**src/rtl/ctrl_pipe.sv**
```systemverilog
// ctrl_pipe: control-path decoder and ID/EX, EX/MEM, MEM/WB control pipeline
// for a five-stage RISC-V style core. It resolves branches and jumps in EX,
// inserts bubbles on stall or flush, and counts them in a saturating counter.
// Optional feature: define CTRL_PIPE_MUL_EN to decode R-type MUL
// (fn7=0000001, fn3=000). Without it, that encoding decodes as a NOP.
module ctrl_pipe #(
  parameter int D_WIDTH = 32,
  parameter int CNT_W   = 16
) (
  input  logic               clk,
  input  logic               rst_n,
  input  logic [D_WIDTH-1:0] Instr_D,
  input  logic               Stall_D,
  input  logic               Zero_E,
  input  logic               LT_E,
  input  logic               LTU_E,
  output logic [2:0]         ImmSrc_D,
  output logic [3:0]         ALUControl_E,
  output logic               ALUSrc_E,
  output logic               JALRctrl_E,
  output logic               PCSrc_E,
  output logic               Flush_D,
  output logic               MemWrite_M,
  output logic               RegWrite_M,
  output logic [1:0]         ResultSrc_M,
  output logic               RegWrite_W,
  output logic [1:0]         ResultSrc_W,
  output logic [CNT_W-1:0]   BubbleCnt
);

  localparam logic [6:0] OP_R      = 7'b0110011;
  localparam logic [6:0] OP_I      = 7'b0010011;
  localparam logic [6:0] OP_LOAD   = 7'b0000011;
  localparam logic [6:0] OP_STORE  = 7'b0100011;
  localparam logic [6:0] OP_BRANCH = 7'b1100011;
  localparam logic [6:0] OP_JAL    = 7'b1101111;
  localparam logic [6:0] OP_JALR   = 7'b1100111;
  localparam logic [6:0] OP_LUI    = 7'b0110111;

  typedef enum logic [3:0] {
    ALU_ADD = 4'b0000, ALU_SUB = 4'b0001, ALU_AND = 4'b0010,
    ALU_OR  = 4'b0011, ALU_XOR = 4'b0100, ALU_SLT = 4'b0101,
    ALU_SLL = 4'b0110, ALU_SRL = 4'b0111, ALU_MUL = 4'b1000
  } alu_e;

  typedef enum logic [2:0] {
    IMM_I = 3'b000, IMM_S = 3'b001, IMM_B = 3'b010, IMM_J = 3'b011, IMM_U = 3'b100
  } imm_e;

  typedef enum logic [1:0] {
    RES_ALU = 2'b00, RES_MEM = 2'b01, RES_PC4 = 2'b10, RES_IMM = 2'b11
  } res_e;

  // Control bundle carried through ID/EX. All-zero is a bubble (NOP).
  typedef struct packed {
    logic       reg_write;
    res_e       result_src;
    logic       mem_write;
    logic       branch;
    logic       jump;
    logic       jalr;
    logic       alu_src;
    alu_e       alu_control;
    logic [2:0] fn3;
  } ctrl_t;

  logic [6:0] opcode;
  logic [2:0] fn3;
  logic [6:0] fn7;
  logic       is_mul;
  alu_e       alu_arith;
  imm_e       imm_src;
  ctrl_t      dec;
  ctrl_t      id_ex;
  logic       cond;
  logic       bubble;

  assign opcode = Instr_D[6:0];
  assign fn3    = Instr_D[14:12];
  assign fn7    = Instr_D[31:25];
  assign is_mul = (fn7 == 7'b0000001) && (fn3 == 3'b000);

  // Register-address and immediate bits are irrelevant to control decode.
  logic unused_instr;
  if (D_WIDTH > 32) begin : g_wide
    assign unused_instr = ^{Instr_D[D_WIDTH-1:32], Instr_D[24:15], Instr_D[11:7]};
  end else begin : g_narrow
    assign unused_instr = ^{Instr_D[24:15], Instr_D[11:7]};
  end

  // ALU operation shared by R-type and I-ALU; SUB only for R-type with fn7[5].
  always_comb begin
    // NOTE: every combinational output gets a default first so no path leaves
    // it unassigned, which would otherwise infer a latch.
    alu_arith = ALU_ADD;
    case (fn3)
      3'b000:  alu_arith = (opcode == OP_R && fn7[5]) ? ALU_SUB : ALU_ADD;
      3'b111:  alu_arith = ALU_AND;
      3'b110:  alu_arith = ALU_OR;
      3'b100:  alu_arith = ALU_XOR;
      3'b010:  alu_arith = ALU_SLT;
      3'b001:  alu_arith = ALU_SLL;
      3'b101:  alu_arith = ALU_SRL;
      default: alu_arith = ALU_ADD;
    endcase
  end

  // Main decoder: opcode to control bundle and immediate type.
  always_comb begin
    dec     = '0;
    imm_src = IMM_I;
    case (opcode)
      OP_R: begin
        if (is_mul) begin
`ifdef CTRL_PIPE_MUL_EN
          dec.reg_write   = 1'b1;
          dec.alu_control = ALU_MUL;
`else
          dec = '0;
`endif
        end else begin
          dec.reg_write   = 1'b1;
          dec.alu_control = alu_arith;
        end
      end
      OP_I: begin
        dec.reg_write   = 1'b1;
        dec.alu_src     = 1'b1;
        dec.alu_control = alu_arith;
      end
      OP_LOAD: begin
        dec.reg_write  = 1'b1;
        dec.result_src = RES_MEM;
        dec.alu_src    = 1'b1;
      end
      OP_STORE: begin
        dec.mem_write = 1'b1;
        dec.alu_src   = 1'b1;
        imm_src       = IMM_S;
      end
      OP_BRANCH: begin
        dec.branch      = 1'b1;
        dec.alu_control = ALU_SUB;
        dec.fn3         = fn3;
        imm_src         = IMM_B;
      end
      OP_JAL: begin
        dec.jump       = 1'b1;
        dec.reg_write  = 1'b1;
        dec.result_src = RES_PC4;
        imm_src        = IMM_J;
      end
      OP_JALR: begin
        dec.jalr       = 1'b1;
        dec.reg_write  = 1'b1;
        dec.result_src = RES_PC4;
        dec.alu_src    = 1'b1;
      end
      OP_LUI: begin
        dec.reg_write  = 1'b1;
        dec.result_src = RES_IMM;
        dec.alu_src    = 1'b1;
        imm_src        = IMM_U;
      end
      default: dec = '0;
    endcase
  end

  assign ImmSrc_D = imm_src;

  // Branch condition from the registered fn3 and the EX-stage ALU flags.
  always_comb begin
    cond = 1'b0;
    case (id_ex.fn3)
      3'b000:  cond = Zero_E;
      3'b001:  cond = ~Zero_E;
      3'b100:  cond = LT_E;
      3'b101:  cond = ~LT_E;
      3'b110:  cond = LTU_E;
      3'b111:  cond = ~LTU_E;
      default: cond = 1'b0;
    endcase
  end

  assign PCSrc_E      = (id_ex.branch & cond) | id_ex.jump | id_ex.jalr;
  assign Flush_D      = PCSrc_E;
  assign JALRctrl_E   = id_ex.jalr;
  assign ALUSrc_E     = id_ex.alu_src;
  assign ALUControl_E = id_ex.alu_control;

  // A stall and a flush in the same cycle still make a single bubble.
  assign bubble = Stall_D | PCSrc_E;

  // ID/EX register: load the decoded bundle, or a bubble on stall/flush.
  always_ff @(posedge clk or negedge rst_n) begin
    // NOTE: sequential state uses non-blocking assignments so every register
    // samples pre-edge values regardless of statement order.
    if (!rst_n) begin
      id_ex <= '0;
    end else if (bubble) begin
      id_ex <= '0;
    end else begin
      id_ex <= dec;
    end
  end

  // EX/MEM and MEM/WB never stall; bubbles flow through as NOPs.
  always_ff @(posedge clk or negedge rst_n) begin
    if (!rst_n) begin
      RegWrite_M  <= 1'b0;
      MemWrite_M  <= 1'b0;
      ResultSrc_M <= 2'b00;
      RegWrite_W  <= 1'b0;
      ResultSrc_W <= 2'b00;
    end else begin
      RegWrite_M  <= id_ex.reg_write;
      MemWrite_M  <= id_ex.mem_write;
      ResultSrc_M <= id_ex.result_src;
      RegWrite_W  <= RegWrite_M;
      ResultSrc_W <= ResultSrc_M;
    end
  end

  // Saturating count of inserted bubbles.
  always_ff @(posedge clk or negedge rst_n) begin
    if (!rst_n) begin
      BubbleCnt <= '0;
    end else if (bubble && (BubbleCnt != '1)) begin
      BubbleCnt <= BubbleCnt + CNT_W'(1);
    end
  end

endmodule
```
**config.mk**
```make
export PLATFORM = sky130hd
export DESIGN_NAME = ctrl_pipe
export DESIGN_NICKNAME = d
export VERILOG_FILES = /design/src/rtl/ctrl_pipe.sv
export SDC_FILE = /design/constraint.sdc
export NUM_CORES = 1
export LEC_CHECK = 0
export CELL_PAD_IN_SITES_DETAIL_PLACEMENT = 0
export CELL_PAD_IN_SITES_GLOBAL_PLACEMENT = 1
export CORE_MARGIN = 3
export CORE_UTILIZATION = 30
export DETAILED_ROUTE_END_ITERATION = 6
export GPL_TIMING_DRIVEN = 0
export HOLD_SLACK_MARGIN = 0.02
export PLACE_DENSITY_LB_ADDON = 0.08
export SLEW_MARGIN = 10
export SYNTH_ARGS = -nofsm -noshare
export SYNTH_HDL_FRONTEND = slang
export SYNTH_SLANG_ARGS = --single-unit
```
**constraint.sdc**
```tcl
create_clock -name clk -period 4.1 [get_ports clk]
set_input_delay 1.23 -clock clk [delete_from_list [all_inputs] [get_ports clk]]
set_output_delay 1.23 -clock clk [all_outputs]
set_load 0.005 [all_outputs]
```
==> qor.csv <==
metric,value,unit
Syn Inst Count,168,
worst-path maximum fanout,8,
switching share of total power,27.3,%
Critical Path AT,2800,ps
register area share after synthesis,51.7,%
most frequent CP cell,clkdlybuf4s50_1,
die area,0.00693,mm2
ys flop type,dfrtp_1,
kind of critical path,input port to output port,
Critical-path top delay cell,clkdlybuf4s50_1,
Internal,0.663,mW
Hold Fails Final Rpt,0,
CTS tree,done,
LEAKAGE,1.09,nW
Clock H-tree levels,2,
Worst setup SP type,input port,
syn_nets,207,
Worst-path clk slew,70,ps
Nets,272,
DR iter-0 viols,46,
Chip Width,83.2,um
drt pass-1 iters,4,
Fin Clk Skew,6.01,ps
Slew Limit Fails,0,
CP cell instances,clkdlybuf4s50_1 > nand3_1 > nor3_1 > clkdlybuf4s50_1,
root buf cell,clkbuf_8,
ANT cells,0,
Clock Power Share,27.6,%
first-pass GRT wire length,7.49,mm
Comb power frac,22.6,%
part of the power in registers,49.8,%
Max-slew headroom,63.3,%
Post-route DRC,0,
Final min period,4030,ps
setup violators final,0,
total net switching power,0.249,mW
routed len/inst,14.1,um
final worst-path cycle share,98.3,%
outcome,"finished, final reports clean",
Clock Sinks,37,
"EDFF count, synth",0,
PD cells,356,mW/mm2
worst hold-check path type,flip-flop to flip-flop,
CP Capture Type,output port,
ANT nets after route,0,
Syn Std Cell Area,0.00179,mm2
placed cell areas,0.00242,mm2
number of global-route vias before repair,1497,
port bufs,53,
Multi-input gate area,790,um2
Max VDD drop,0.157,mV
CTS buffer count,5,
"Power, Total",0.912,mW
Synth area leaders,"dfrtp_1 52%, xnor2_1 4.9%, nand4_1 4.5%",
syn avg cell area,10.7,um2
register area,926,um2
share of post-route cells with drive strength above 1,12.0,%
share of the synthesized area in the top cell type,51.7,%
Max clock buf depth,2,
synth warn,0,
Total Routing Usage GR,13.1,%
FILL cells,536,
worst skew pair latency,280,ps
largest net degree at the start of global routing,38,
Least-Margin Pin Slew,546,ps
antenna violations before repair,0,
leading area contributor after synthesis,dfrtp_1,
Core Box Area,0.00564,mm2
I/O pin total,72,
crit-path max cell delay,610,ps
RSZ-0062 raised after global routing,false,
Die Span Y,83.2,um
RePlAce Congestion,0.805,
Fmax,0.248,GHz
Area Growth Syn to Fin,43.0,%
initial core utilization,31.7,%
"Design Area, Final",0.00256,mm2
Max-Cap Viols,0,
Final HPWL DP,3.15,mm
drt total wl,4.30,mm
Hold Buf Count CTS,0,
vias per inst,4.87,
Required @ worst endpoint,2870,ps
total congestion overflow,0,
"FF+latch count, synth",37,
Post-synth ARST share,100,%
routed vias,1484,
synth unique cells,39,
row cnt,27,
## worst max-delay path, delay by kind of cell
family                 cells  cell delay (ps)
and+or+nand+nor            2              420
buffers and inverters      2             1140
## stage by stage
step / worst slack (ps) / utilization, % / std cells / hold WS, ps / TNS [ps]
after global placement: -224 / 42.7 / 293 / 337 / -480
after CTS: 1.11 / 44.9 / 302 / 363 / 0
final: 70.9 / 45.4 / 305 / 360 / 0
after floorplan: 829 / - / 168 / 331 / 0
after global routing: 2.37 / 45.4 / 305 / 371 / 0
after detailed placement: -214 / 43.0 / 294 / 342 / -495
## cells in the final DEF, fill, tap and decap left out, types with 3 or more instances in the layout
cell type / n
clkdlybuf4s50_1: 49
dfrtp_1: 37
nand4_1: 13
nand3_1: 13
nor2_1: 12
xnor2_1: 10
buf_4: 9
nor3_1: 8
clkbuf_8: 7
xor2_1: 6
nand2_1: 6
nor4_1: 4
a21oi_1: 4
and4_1: 4
clkbuf_1: 3
nor3b_1: 3
buf_2: 3
a211oi_1: 3
a31oi_1: 3
and2_1: 3
## metal layers
layer / share of wire [%] / GRT usage, %
met5: 0 / 0
met2: 44 / 19.8
met4: 0.86 / 3.57
met3: 5.0 / 3.87
met1: 50 / 18.4
## flip-flops by register name, indices dropped and copies added (netlist names)
name          flops
BubbleCnt        16
id_ex             9
ALUControl_E      3
ResultSrc_M       2
ResultSrc_W       2
ALUSrc_E          1
JALRctrl_E        1
MemWrite_M        1
RegWrite_M        1
RegWrite_W        1
## power by group through the flow
stage / logic [mW] / clock network, mW / registers (mW)
6_report: 0.206 / 0.252 / 0.454
5_1_grt: 0.229 / 0.281 / 0.466
4_1_cts: 0.209 / 0.262 / 0.453
3_5_place_dp: 0.207 / 0 / 0.461
3_3_place_gp: 0.203 / 0 / 0.459
2_1_floorplan: 0.0861 / 0 / 0.454
## synthesized netlist by cell type (2+ instances only)
master / number
dfrtp_1: 37
nand3_1: 13
nand4_1: 13
nor2_1: 12
xnor2_1: 10
nor3_1: 8
nand2_1: 6
xor2_1: 6
buf_4: 5
a21oi_1: 4
and4_1: 4
clkbuf_1: 4
nor4_1: 4
a211oi_1: 3
a31oi_1: 3
and2_1: 3
mux2i_1: 3
nor3b_1: 3
and3_1: 2
and4b_1: 2
buf_2: 2
nand2b_1: 2
or3_1: 2
or4_1: 2
## final timing paths
path	from	endpoint	slack [ps]	cells past startpoint
worst min-delay path	id_ex[14]$_DFF_PN0_	RegWrite_M$_DFF_PN0_	360	0
worst max register to register	id_ex[2]$_DFF_PN0_	id_ex[13]$_DFF_PN0_	2050	8
max in group asynchronous	rst_n	id_ex[11]$_DFF_PN0_	3010	2
min in group asynchronous	rst_n	ALUControl_E[1]$_DFF_PN0_	900	2
worst min register to register	id_ex[14]$_DFF_PN0_	RegWrite_M$_DFF_PN0_	360	0
worst max-delay path	Instr_D[5]	ImmSrc_D[1]	70	4
## cell families after synthesis
kind of cell             synth area share, %
buffers and inverters                   4.34
AO/OA/AOI/OAI                           4.62
AND/OR/NAND/NOR                         27.4
adder cells (fa/ha/maj)                0.699
other                                  0.210
multiplexers                            3.15
XOR/XNOR                                7.83
flip-flops                              51.7
## what timing repair did
action / 4_1_cts / 5_1_grt
setup buffers: 1 / 3
pin swaps: 0 / 2
resized for setup: 8 / 1
setup endpoints to repair: 4 / 2
## final cells by class
cell class	instances	area share, %
plain buffers	12	3.42
inverters	1	0.147
well taps	72	3.52
repair buffers	58	22.5
clock buffers	7	3.37
multi-input cells	118	30.9
flip-flops and latches	37	36.2
No activity file was read; power rests on OpenSTA's default activity.
